`config.mk`:
```
export PLATFORM = sky130hd
export DESIGN_NAME = beta_exe_lsu_flat
export DESIGN_NICKNAME = d
export VERILOG_FILES = /design/src/rtl/beta_exe_lsu_if.sv /design/src/rtl/beta_exe_lsu.sv /design/src/flat_wrapper.sv
export SDC_FILE = /design/constraint.sdc
export NUM_CORES = 1
export LEC_CHECK = 0
export CAP_MARGIN = 40
export CORE_UTILIZATION = 44
export DETAILED_ROUTE_END_ITERATION = 6
export GPL_TIMING_DRIVEN = 0
export PLACE_DENSITY = 0.81
export SYNTH_ARGS = -nofsm -noshare
export SYNTH_HDL_FRONTEND = slang
export SYNTH_SLANG_ARGS = --single-unit
```
`constraint.sdc`:
```
create_clock -name clk_i -period 1.9 [get_ports clk_i]
set_input_delay 0.38 -clock clk_i [delete_from_list [all_inputs] [get_ports clk_i]]
set_output_delay 0.38 -clock clk_i [all_outputs]
set_load 0.01 [all_outputs]
```
`src/rtl/beta_exe_lsu_if.sv`:
```
// Data-memory port of the execute-stage LSU: request/grant address phase
// followed by a single rvalid response phase.
interface beta_exe_lsu_if #(
  parameter int DataWidth = 32,
  parameter int AddrWidth = 32
);
  logic                 data_req_o;
  logic                 data_gnt_i;
  logic [AddrWidth-1:0] data_addr_o;
  logic                 data_we_o;
  logic [3:0]           data_be_o;
  logic [DataWidth-1:0] data_wdata_o;
  logic                 data_rvalid_i;
  logic                 data_err_i;
  logic [DataWidth-1:0] data_rdata_i;

  modport master (
    output data_req_o, data_addr_o, data_we_o, data_be_o, data_wdata_o,
    input  data_gnt_i, data_rvalid_i, data_err_i, data_rdata_i
  );

  modport slave (
    input  data_req_o, data_addr_o, data_we_o, data_be_o, data_wdata_o,
    output data_gnt_i, data_rvalid_i, data_err_i, data_rdata_i
  );
endinterface

```
`src/rtl/beta_exe_lsu.sv`:
```
// Execute-stage load/store unit: turns one RV32 scalar load/store into a single
// request/grant/response transaction with lane steering and load extension.
module beta_exe_lsu #(
  parameter int DataWidth = 32,
  parameter int AddrWidth = 32
) (
  input  logic                 clk_i,
  input  logic                 rstn_i,
  input  logic                 lsu_en_i,
  input  logic                 lsu_op_i,
  input  logic [1:0]           lsu_op_size_i,
  input  logic                 lsu_unsigned_i,
  input  logic [AddrWidth-1:0] lsu_addr_i,
  input  logic [DataWidth-1:0] lsu_wdata_i,
  output logic                 lsu_busy_o,
  output logic [DataWidth-1:0] lsu_rdata_o,
  output logic                 lsu_misaligned_o,
  output logic                 lsu_fault_o,
  beta_exe_lsu_if.master       data_if
);
  localparam logic [1:0] IDLE    = 2'd0;
  localparam logic [1:0] REQ     = 2'd1;
  localparam logic [1:0] WAIT    = 2'd2;
  localparam logic [1:0] ERR     = 2'd3;
  localparam logic [1:0] SZ_BYTE = 2'b00;
  localparam logic [1:0] SZ_HALF = 2'b01;

  logic [1:0]           state_q, state_d;
  logic                 en_q, op_q, uns_q, busy_q, fault_q;
  logic [1:0]           size_q;
  logic [AddrWidth-1:0] addr_q;
  logic [3:0]           be_q, be_d;
  logic [DataWidth-1:0] wdata_q, wdata_d, rdata_q;
  logic                 start, misaligned, rsp, rsp_load;

  // Align the addressed lanes down to bit 0, then sign/zero extend.
  function automatic logic [DataWidth-1:0] load_extend(
    input logic [DataWidth-1:0] raw,
    input logic [1:0]           size,
    input logic                 uns,
    input logic [1:0]           off
  );
    logic [DataWidth-1:0] shifted;
    shifted = raw >> {off, 3'b000};
    case (size)
      SZ_BYTE: load_extend = {{(DataWidth-8){shifted[7] & ~uns}}, shifted[7:0]};
      SZ_HALF: load_extend = {{(DataWidth-16){shifted[15] & ~uns}}, shifted[15:0]};
      default: load_extend = shifted;
    endcase
  endfunction

  assign start      = lsu_en_i & ~en_q & (state_q == IDLE);
  assign misaligned = ((lsu_op_size_i == SZ_HALF) & lsu_addr_i[0]) |
                      (lsu_op_size_i[1] & (lsu_addr_i[1:0] != 2'b00));

  always_comb begin
    be_d    = 4'b1111;
    wdata_d = lsu_wdata_i;
    case (lsu_op_size_i)
      SZ_BYTE: begin
        be_d    = 4'b0001 << lsu_addr_i[1:0];
        wdata_d = {4{lsu_wdata_i[7:0]}};
      end
      SZ_HALF: begin
        be_d    = 4'b0011 << lsu_addr_i[1:0];
        wdata_d = {2{lsu_wdata_i[15:0]}};
      end
      default: begin
        be_d    = 4'b1111;
        wdata_d = lsu_wdata_i;
      end
    endcase
    if (!lsu_op_i) wdata_d = '0;
  end

  always_comb begin
    state_d = state_q;
    case (state_q)
      IDLE:    if (start) state_d = misaligned ? ERR : REQ;
      REQ:     if (data_if.data_gnt_i) state_d = WAIT;
      WAIT:    if (data_if.data_rvalid_i) state_d = IDLE;
      default: state_d = IDLE;
    endcase
  end

  // Responses only count in WAIT; stray rvalids elsewhere are dropped.
  assign rsp      = (state_q == WAIT) & data_if.data_rvalid_i;
  assign rsp_load = rsp & ~data_if.data_err_i & ~op_q;

  always_ff @(posedge clk_i or negedge rstn_i) begin
    if (!rstn_i) begin
      state_q <= IDLE;
      en_q    <= 1'b0;
      busy_q  <= 1'b0;
      fault_q <= 1'b0;
      op_q    <= 1'b0;
      uns_q   <= 1'b0;
      size_q  <= 2'b00;
      addr_q  <= '0;
      be_q    <= 4'b0000;
      wdata_q <= '0;
      rdata_q <= '0;
    end else begin
      state_q <= state_d;
      en_q    <= lsu_en_i;
      busy_q  <= (state_d != IDLE);
      fault_q <= rsp & data_if.data_err_i;
      if (start) begin
        op_q    <= lsu_op_i;
        uns_q   <= lsu_unsigned_i;
        size_q  <= lsu_op_size_i;
        addr_q  <= lsu_addr_i;
        be_q    <= be_d;
        wdata_q <= wdata_d;
      end
      if (rsp_load) rdata_q <= load_extend(data_if.data_rdata_i, size_q, uns_q, addr_q[1:0]);
    end
  end

  assign lsu_busy_o           = busy_q;
  assign lsu_rdata_o          = rdata_q;
  assign lsu_misaligned_o     = (state_q == ERR);
  assign lsu_fault_o          = fault_q;
  assign data_if.data_req_o   = (state_q == REQ);
  assign data_if.data_addr_o  = {addr_q[AddrWidth-1:2], 2'b00};
  assign data_if.data_we_o    = op_q;
  assign data_if.data_be_o    = be_q;
  assign data_if.data_wdata_o = wdata_q;
endmodule

```
`src/flat_wrapper.sv`:
```
// flat-port wrapper written by rule: the top's interface ports become plain ports
module beta_exe_lsu_flat 
#(
  parameter int DataWidth = 32,
  parameter int AddrWidth = 32
)
  (clk_i, rstn_i, lsu_en_i, lsu_op_i, lsu_op_size_i, lsu_unsigned_i, lsu_addr_i, lsu_wdata_i, lsu_busy_o, lsu_rdata_o, lsu_misaligned_o, lsu_fault_o, data_if_data_req_o, data_if_data_addr_o, data_if_data_we_o, data_if_data_be_o, data_if_data_wdata_o, data_if_data_gnt_i, data_if_data_rvalid_i, data_if_data_err_i, data_if_data_rdata_i);
  beta_exe_lsu_if #(.DataWidth(DataWidth), .AddrWidth(AddrWidth)) data_if_i ();
  input  logic clk_i;
  input  logic rstn_i;
  input  logic lsu_en_i;
  input  logic lsu_op_i;
  input  logic [1:0] lsu_op_size_i;
  input  logic lsu_unsigned_i;
  input  logic [AddrWidth-1:0] lsu_addr_i;
  input  logic [DataWidth-1:0] lsu_wdata_i;
  output logic lsu_busy_o;
  output logic [DataWidth-1:0] lsu_rdata_o;
  output logic lsu_misaligned_o;
  output logic lsu_fault_o;
  output wire logic [$bits(data_if_i.data_req_o)-1:0] data_if_data_req_o;
  output wire logic [$bits(data_if_i.data_addr_o)-1:0] data_if_data_addr_o;
  output wire logic [$bits(data_if_i.data_we_o)-1:0] data_if_data_we_o;
  output wire logic [$bits(data_if_i.data_be_o)-1:0] data_if_data_be_o;
  output wire logic [$bits(data_if_i.data_wdata_o)-1:0] data_if_data_wdata_o;
  input wire logic [$bits(data_if_i.data_gnt_i)-1:0] data_if_data_gnt_i;
  input wire logic [$bits(data_if_i.data_rvalid_i)-1:0] data_if_data_rvalid_i;
  input wire logic [$bits(data_if_i.data_err_i)-1:0] data_if_data_err_i;
  input wire logic [$bits(data_if_i.data_rdata_i)-1:0] data_if_data_rdata_i;
  assign data_if_data_req_o = data_if_i.data_req_o;
  assign data_if_data_addr_o = data_if_i.data_addr_o;
  assign data_if_data_we_o = data_if_i.data_we_o;
  assign data_if_data_be_o = data_if_i.data_be_o;
  assign data_if_data_wdata_o = data_if_i.data_wdata_o;
  assign data_if_i.data_gnt_i = data_if_data_gnt_i;
  assign data_if_i.data_rvalid_i = data_if_data_rvalid_i;
  assign data_if_i.data_err_i = data_if_data_err_i;
  assign data_if_i.data_rdata_i = data_if_data_rdata_i;
  beta_exe_lsu #(.DataWidth(DataWidth), .AddrWidth(AddrWidth)) u_core (.clk_i(clk_i), .rstn_i(rstn_i), .lsu_en_i(lsu_en_i), .lsu_op_i(lsu_op_i), .lsu_op_size_i(lsu_op_size_i), .lsu_unsigned_i(lsu_unsigned_i), .lsu_addr_i(lsu_addr_i), .lsu_wdata_i(lsu_wdata_i), .lsu_busy_o(lsu_busy_o), .lsu_rdata_o(lsu_rdata_o), .lsu_misaligned_o(lsu_misaligned_o), .lsu_fault_o(lsu_fault_o), .data_if(data_if_i));
endmodule
```
[After elaboration in Yosys (flattened, before gate mapping)]
Index checks and enable logic that the tools add are counted.
Operators by class
  reduce and logical (&&, ||, !) cells: 5
  multiplexer cells: 9
  bitwise operators: 15
  equality and inequality tests: 5
  shift-type cells: 3
Operators by type and width (number)
  32-bit case mux with 2 select lines: 2
  32-bit 2-to-1 mux: 1
  32-bit by 5-bit right shift with 32-bit output: 1
  1-bit AND: 10
  2-bit 2-to-1 mux: 4
  4-bit case mux with 2 select lines: 1
  2-bit by 1-bit == test with 1-bit output (second input constant): 3
  2-bit logical NOT: 3
  2-bit case mux with 3 select lines: 1
  2-bit == test (second input constant): 2
  1-bit NOT: 4
  2-bit nonzero test: 2
  1-bit by 2-bit left shift with 4-bit output (first input constant): 1
  2-bit by 2-bit left shift with 4-bit output (first input constant): 1
  1-bit bitwise OR: 1
Word-level totals
  flip-flop bits (word level): 109
  output and inout port bits: 105
  logic and storage cells: 48
  bits of input ports: 106

[Longest topological paths before layout]
  depth after elaboration: 7
  gate-level depth with buffers: 6
  gate-level depth less buffers: 4

[Least setup slack after synthesis]
OpenSTA, ideal clock, no wires.
  path kind: reg2reg
  from: register u_core.state_q[0]
  to: register u_core.rdata_q[16] (netlist: u_core.lsu_rdata_o[16])
  path slack: 0.287 ns
  data arrival time: 1.492 ns
  clock period less this slack: 1.613 ns
  path buffers: 1
  stages on the path, launching flop included: 6
  path through: dfrtp_1 nand3b_2 or3_1 buf_6 a21o_4 o22a_1
On the way
  cells in the longest elaborated chain, start to end: 4
RTL lines
  start: declaration: RTL line beta_exe_lsu.sv:28  | logic [1:0] state_q, state_d;
  start signal: assignment: RTL line beta_exe_lsu.sv:104  | state_q <= state_d;
  2-bit == test: RTL line beta_exe_lsu.sv:87  | assign rsp = (state_q == WAIT) & data_if.data_rvalid_i;
  1-bit AND: RTL line beta_exe_lsu.sv:87
  1-bit AND (2 in series): RTL line beta_exe_lsu.sv:88  | assign rsp_load = rsp & ~data_if.data_err_i & ~op_q;
  end signal: assignment: RTL line beta_exe_lsu.sv:116  | if (rsp_load) rdata_q <= load_extend(data_if.data_rdata_i, size_q, uns_q, addr_q[1:0]);
  end: declaration: RTL line beta_exe_lsu.sv:33  | logic [DataWidth-1:0] wdata_q, wdata_d, rdata_q;
No other way between the ends.
A chain may end at the register's enable or synchronous reset.

[Worst setup path after layout]
  from: register u_core.addr_q[1]
  to: register u_core.rdata_q[6] (netlist: u_core.lsu_rdata_o[6])
On the way
  cells in the longest elaborated chain, start to end: 2
RTL lines
  start: declaration: RTL line beta_exe_lsu.sv:31  | logic [AddrWidth-1:0] addr_q;
  start signal: assignment: RTL line beta_exe_lsu.sv:112  | addr_q <= lsu_addr_i;
  32-bit by 5-bit right shift with 32-bit output: RTL line beta_exe_lsu.sv:44  | shifted = raw >> {off, 3'b000};
  32-bit case mux with 2 select lines: RTL line beta_exe_lsu.sv:45  | case (size)
No other way between the ends.

==> flow_metrics.env <==
export IMPL_worst_setup_path_start_kind="flip-flop"
export IMPL_post_place_cells=914
export IMPL_synthesis_instances=561
export IMPL_syn_area_per_cell_sq_um=9.54
export IMPL_timing_final_crit_share_pct=95.2
export IMPL_setup_repair_after_global_routing_missed_its_margin="false"
export IMPL_ir_worst_vdd_v=0.000740
export IMPL_port_buffers=208
export IMPL_hold_viol_final=0
export IMPL_final_cell_count_without_fillers=932
export IMPL_routed_via_density=5.20
export IMPL_count_of_different_cell_masters_after_synthesis=41
export IMPL_synth_top_area_share_pct=51.0
export IMPL_cp_required_ns=2.13
export IMPL_post_synth_and_or_nand_nor_area_fraction_pct=18.0
export IMPL_power_density_cell_area_nw_per_um2=1520
export IMPL_setup_tns_final_ns=0
export IMPL_final_fill_count=910
export IMPL_antenna_found_initial=0
export IMPL_grt_use_total_pct=25.1
export IMPL_timing_max_cap_violations=0
export IMPL_dieArea_sq_um=12600
export IMPL_post_drt_wl_per_cell_um=16.6
export IMPL_path_max_fanout=10
export IMPL_p_leak_nw=3.64
export IMPL_clockRootBuffer="sky130_fd_sc_hd__clkbuf_16"
export IMPL_clk_transition_reported_paths_ns=0.07
export IMPL_ys_seq_elements=109
export IMPL_worst_endpoint_arrival_ns=2.03
export IMPL_final_max_slew_viol_count=0
export IMPL_horizontal_extent_of_the_die_um=112
export IMPL_skew_ns=0.00635
export IMPL_setup_worst_path_class="reg2reg"
export IMPL_slew_headroom_pct=54.5
export IMPL_period_minus_slack_ns=1.81
export IMPL_critical_path_reg2reg_startpoint="u_core.addr_q[1]"
export IMPL_tritoncts_num_sinks=109
export IMPL_via_count_of_the_first_global_routing_pass=4887
export IMPL_final_setup_viol_count=0
export IMPL_worstMarginPinSlew_ns=0.680
export IMPL_fmax_mhz=553
export IMPL_synth_yosys_warnings=0
export IMPL_clk_insertion_delay_late_ns=0.35
export IMPL_die_y_um=112
export IMPL_ys_async_sr_fraction_pct=100
export IMPL_yosys_area_share_xor_xnor_pct=0
export IMPL_grt_first_pass_wirelength_um=24700
export IMPL_remaining_drc_errors=11
export IMPL_coreArea_sq_um=11600
export IMPL_total_inserted_antenna_cells=0
export IMPL_cts_root_to_sink_buffers=2
export IMPL_post_synth_mux_area_share_pct=8.42
export IMPL_netlist_top_cell_by_area="sky130_fd_sc_hd__dfrtp_1"
export IMPL_flow_area_growth_from_synthesis_pct=49.3
export IMPL_critical_path_startpoint="u_core.addr_q[1]"
export IMPL_cts_hold_repair_buffers=0
export IMPL_detailedRoute_firstIterationViolations=314
export IMPL_outcome="complete, but fails checks"
export IMPL_worstSetupEndpointType="flip-flop"
export IMPL_num_vias=4842
export IMPL_drtPass1Iterations=7
export IMPL_grt_start_max_net_pins=71
export IMPL_dominant_combinational_cell_family_by_area_after_synthesis="simple AND/OR/NAND/NOR gates"
export IMPL_total_number_of_nets_in_the_final_design=890
export IMPL_drive_gt1_share_pct=13.3
export IMPL_adder_cell_share_of_the_synthesized_area_pct=0
export IMPL_place_ws_ns=-0.262
export IMPL_hp_class="in2async"
export IMPL_ant_nets=0
export IMPL_finalWorstSetupSlack_ns=0.0910
export IMPL_grt_ovfl_total=0
export IMPL_floorplan_io_pins=211
export IMPL_htreeDepth=3
export IMPL_hpwl_dp_um=11800
export IMPL_totalWireLength_um=15400
export IMPL_std_cell_rows=39
export IMPL_synth_compound_area_share_pct=13.8
export IMPL_most_frequently_used_flop_master_after_synthesis="sky130_fd_sc_hd__dfrtp_1"
export IMPL_cts_inserted_buffers=9
export IMPL_cts_tree="built"
export IMPL_yosysSeqAreaShare_pct=51.0
export IMPL_initial_utilization_pct=46.1
export IMPL_yosys_top_cells_area="sky130_fd_sc_hd__dfrtp_1 51%, sky130_fd_sc_hd__nand2_1 10%, sky130_fd_sc_hd__mux2i_1 5.0%, sky130_fd_sc_hd__buf_4 4.6%, sky130_fd_sc_hd__nor2_1 3.5%"
export IMPL_post_synth_edffs=0
export IMPL_post_synth_instance_area_sq_um=5350
export IMPL_gp_congestion=0.905
export IMPL_failed_checks="DRC"
cell usage in the layout, fill, tap and decap left out, types with 2 or more instances in the layout:
cell type                         count
sky130_fd_sc_hd__or3_1                2
sky130_fd_sc_hd__buf_1                2
sky130_fd_sc_hd__nor2_1              49
sky130_fd_sc_hd__nand2_1            144
sky130_fd_sc_hd__buf_2               10
sky130_fd_sc_hd__clkdlybuf4s50_1    205
sky130_fd_sc_hd__conb_1               2
sky130_fd_sc_hd__a31oi_1              3
sky130_fd_sc_hd__bufinv_16            2
sky130_fd_sc_hd__o21ai_0             22
sky130_fd_sc_hd__buf_6               10
sky130_fd_sc_hd__clkbuf_16            9
sky130_fd_sc_hd__nand3_1              9
sky130_fd_sc_hd__nor3_4               2
sky130_fd_sc_hd__clkbuf_1            10
sky130_fd_sc_hd__nand2b_1             2
sky130_fd_sc_hd__mux2i_1             27
sky130_fd_sc_hd__buf_4               35
sky130_fd_sc_hd__a211oi_1             8
sky130_fd_sc_hd__a21oi_1             36
sky130_fd_sc_hd__o22a_1               8
sky130_fd_sc_hd__inv_1                3
sky130_fd_sc_hd__a22o_2               6
sky130_fd_sc_hd__a22o_1               9
sky130_fd_sc_hd__nand3b_1             2
sky130_fd_sc_hd__dfrtp_1            108
sky130_fd_sc_hd__nor2b_1              8
sky130_fd_sc_hd__clkbuf_2             2
sky130_fd_sc_hd__dlygate4sd2_1        2
sky130_fd_sc_hd__o31ai_1             13
sky130_fd_sc_hd__mux2_2              14
sky130_fd_sc_hd__clkbuf_4             2
flip-flops by register name, summed over array words and instances, names as in the netlist:
| signal | cells |
|---|---|
| u_core.lsu_fault_o | 1 |
| u_core.addr_q | 32 |
| u_core.size_q | 2 |
| u_core.data_if.data_be_o | 4 |
| u_core.lsu_rdata_o | 32 |
| u_core.data_if.data_we_o | 1 |
| u_core.uns_q | 1 |
| u_core.state_q | 2 |
| u_core.data_if.data_wdata_o | 32 |
| u_core.lsu_busy_o | 1 |
| u_core.en_q | 1 |
per-stage QoR:
stage / total power, W / util, % / hold slack (ns) / area (sq um)
after global routing: 0.0129 / 68.8 / 0.0512 / 7990
after detailed placement: 0.0102 / 65.8 / 0.401 / 7640
after global placement: 0.0100 / 65.6 / 0.452 / 7620
final: 0.0122 / 68.8 / 0.0146 / 7990
after floorplan: 0.00706 / - / 0.0844 / 5360
after CTS: 0.0122 / 68.6 / 0.0301 / 7960
metal layers:
layer / wire (um) / vias up / track usage (%)
li1: - / 2312 / -
met1: 6260 / 2293 / 31.3
met2: 7810 / 208 / 43.1
met3: 926 / 29 / 3.62
met4: 446 / 0 / 11.7
met5: 0 / - / 0
critical path, stage by stage (launching register included):
cell and delay, ns:
sky130_fd_sc_hd__dfrtp_1 0.35, sky130_fd_sc_hd__buf_2 0.22, sky130_fd_sc_hd__buf_1 0.44, sky130_fd_sc_hd__mux2i_1 0.28, sky130_fd_sc_hd__a21oi_1 0.10, sky130_fd_sc_hd__mux2_2 0.29
cell type report:
cell class              instances  area (sq um)  share of cell area, %
repair buffers                211          2120                   26.5
clock buffers                  11           233                   2.91
inverters                       4          15.0                  0.188
clock inverters                 5          82.6                   1.03
multi-input cells             383          2170                   27.1
well taps                     143           179                   2.24
flip-flops and latches        109          2730                   34.1
plain buffers                  66           465                   5.82
kinds of logic (layout without fill, tap and decap cells):
kind of cell,Yosys count,count (layout)
simple gates,227,227
compound gates,112,112
flops,109,109
buf+inv,70,297
mux,42,42
other cells,1,2
timing repair:
item,CTS,global route
hold endpoints to repair,0,0
setup endpoints to repair,2,54
buffers inserted,1,1
gates resized for setup,3,12
pin swaps,0,1
path summary, 6_finish.rpt:
| check | endpoint | slack, ns | depth (start not counted) |
|---|---|---|---|
| worst max register to register | u_core.lsu_rdata_o[6] | 0.09 | 5 |
| worst min register to register | u_core.data_if.data_wdata_o[6] | 0.47 | 2 |
| max in group asynchronous | u_core.state_q[1] | 1.16 | 2 |
| worst min-delay path | u_core.addr_q[5] | 0.01 | 1 |
| worst max-delay path | u_core.lsu_rdata_o[6] | 0.09 | 5 |
| min in group clk_i | u_core.data_if.data_wdata_o[6] | 0.47 | 2 |
cell usage after synthesis (3+ instances only):
| library cell | number |
|---|---|
| sky130_fd_sc_hd__inv_1 | 3 |
| sky130_fd_sc_hd__nor2_1 | 50 |
| sky130_fd_sc_hd__o31ai_1 | 14 |
| sky130_fd_sc_hd__a22o_1 | 9 |
| sky130_fd_sc_hd__nor2b_1 | 8 |
| sky130_fd_sc_hd__dfrtp_1 | 109 |
| sky130_fd_sc_hd__a211oi_1 | 8 |
| sky130_fd_sc_hd__o21ai_0 | 23 |
| sky130_fd_sc_hd__a22o_2 | 6 |
| sky130_fd_sc_hd__clkbuf_1 | 10 |
| sky130_fd_sc_hd__buf_2 | 11 |
| sky130_fd_sc_hd__a31oi_1 | 3 |
| sky130_fd_sc_hd__mux2i_1 | 27 |
| sky130_fd_sc_hd__mux2_2 | 14 |
| sky130_fd_sc_hd__buf_4 | 33 |
| sky130_fd_sc_hd__buf_1 | 3 |
| sky130_fd_sc_hd__o22a_1 | 8 |
| sky130_fd_sc_hd__a21oi_1 | 36 |
| sky130_fd_sc_hd__nand2_1 | 144 |
| sky130_fd_sc_hd__nand3_1 | 9 |
| sky130_fd_sc_hd__buf_6 | 9 |
power by group:
part | internal [W] | switching (W)
registers | 0.00342 | 0.000679
logic | 0.00342 | 0.00266
clock network | 0.00116 | 0.000835
No activity file was read; power rests on OpenSTA's default activity.
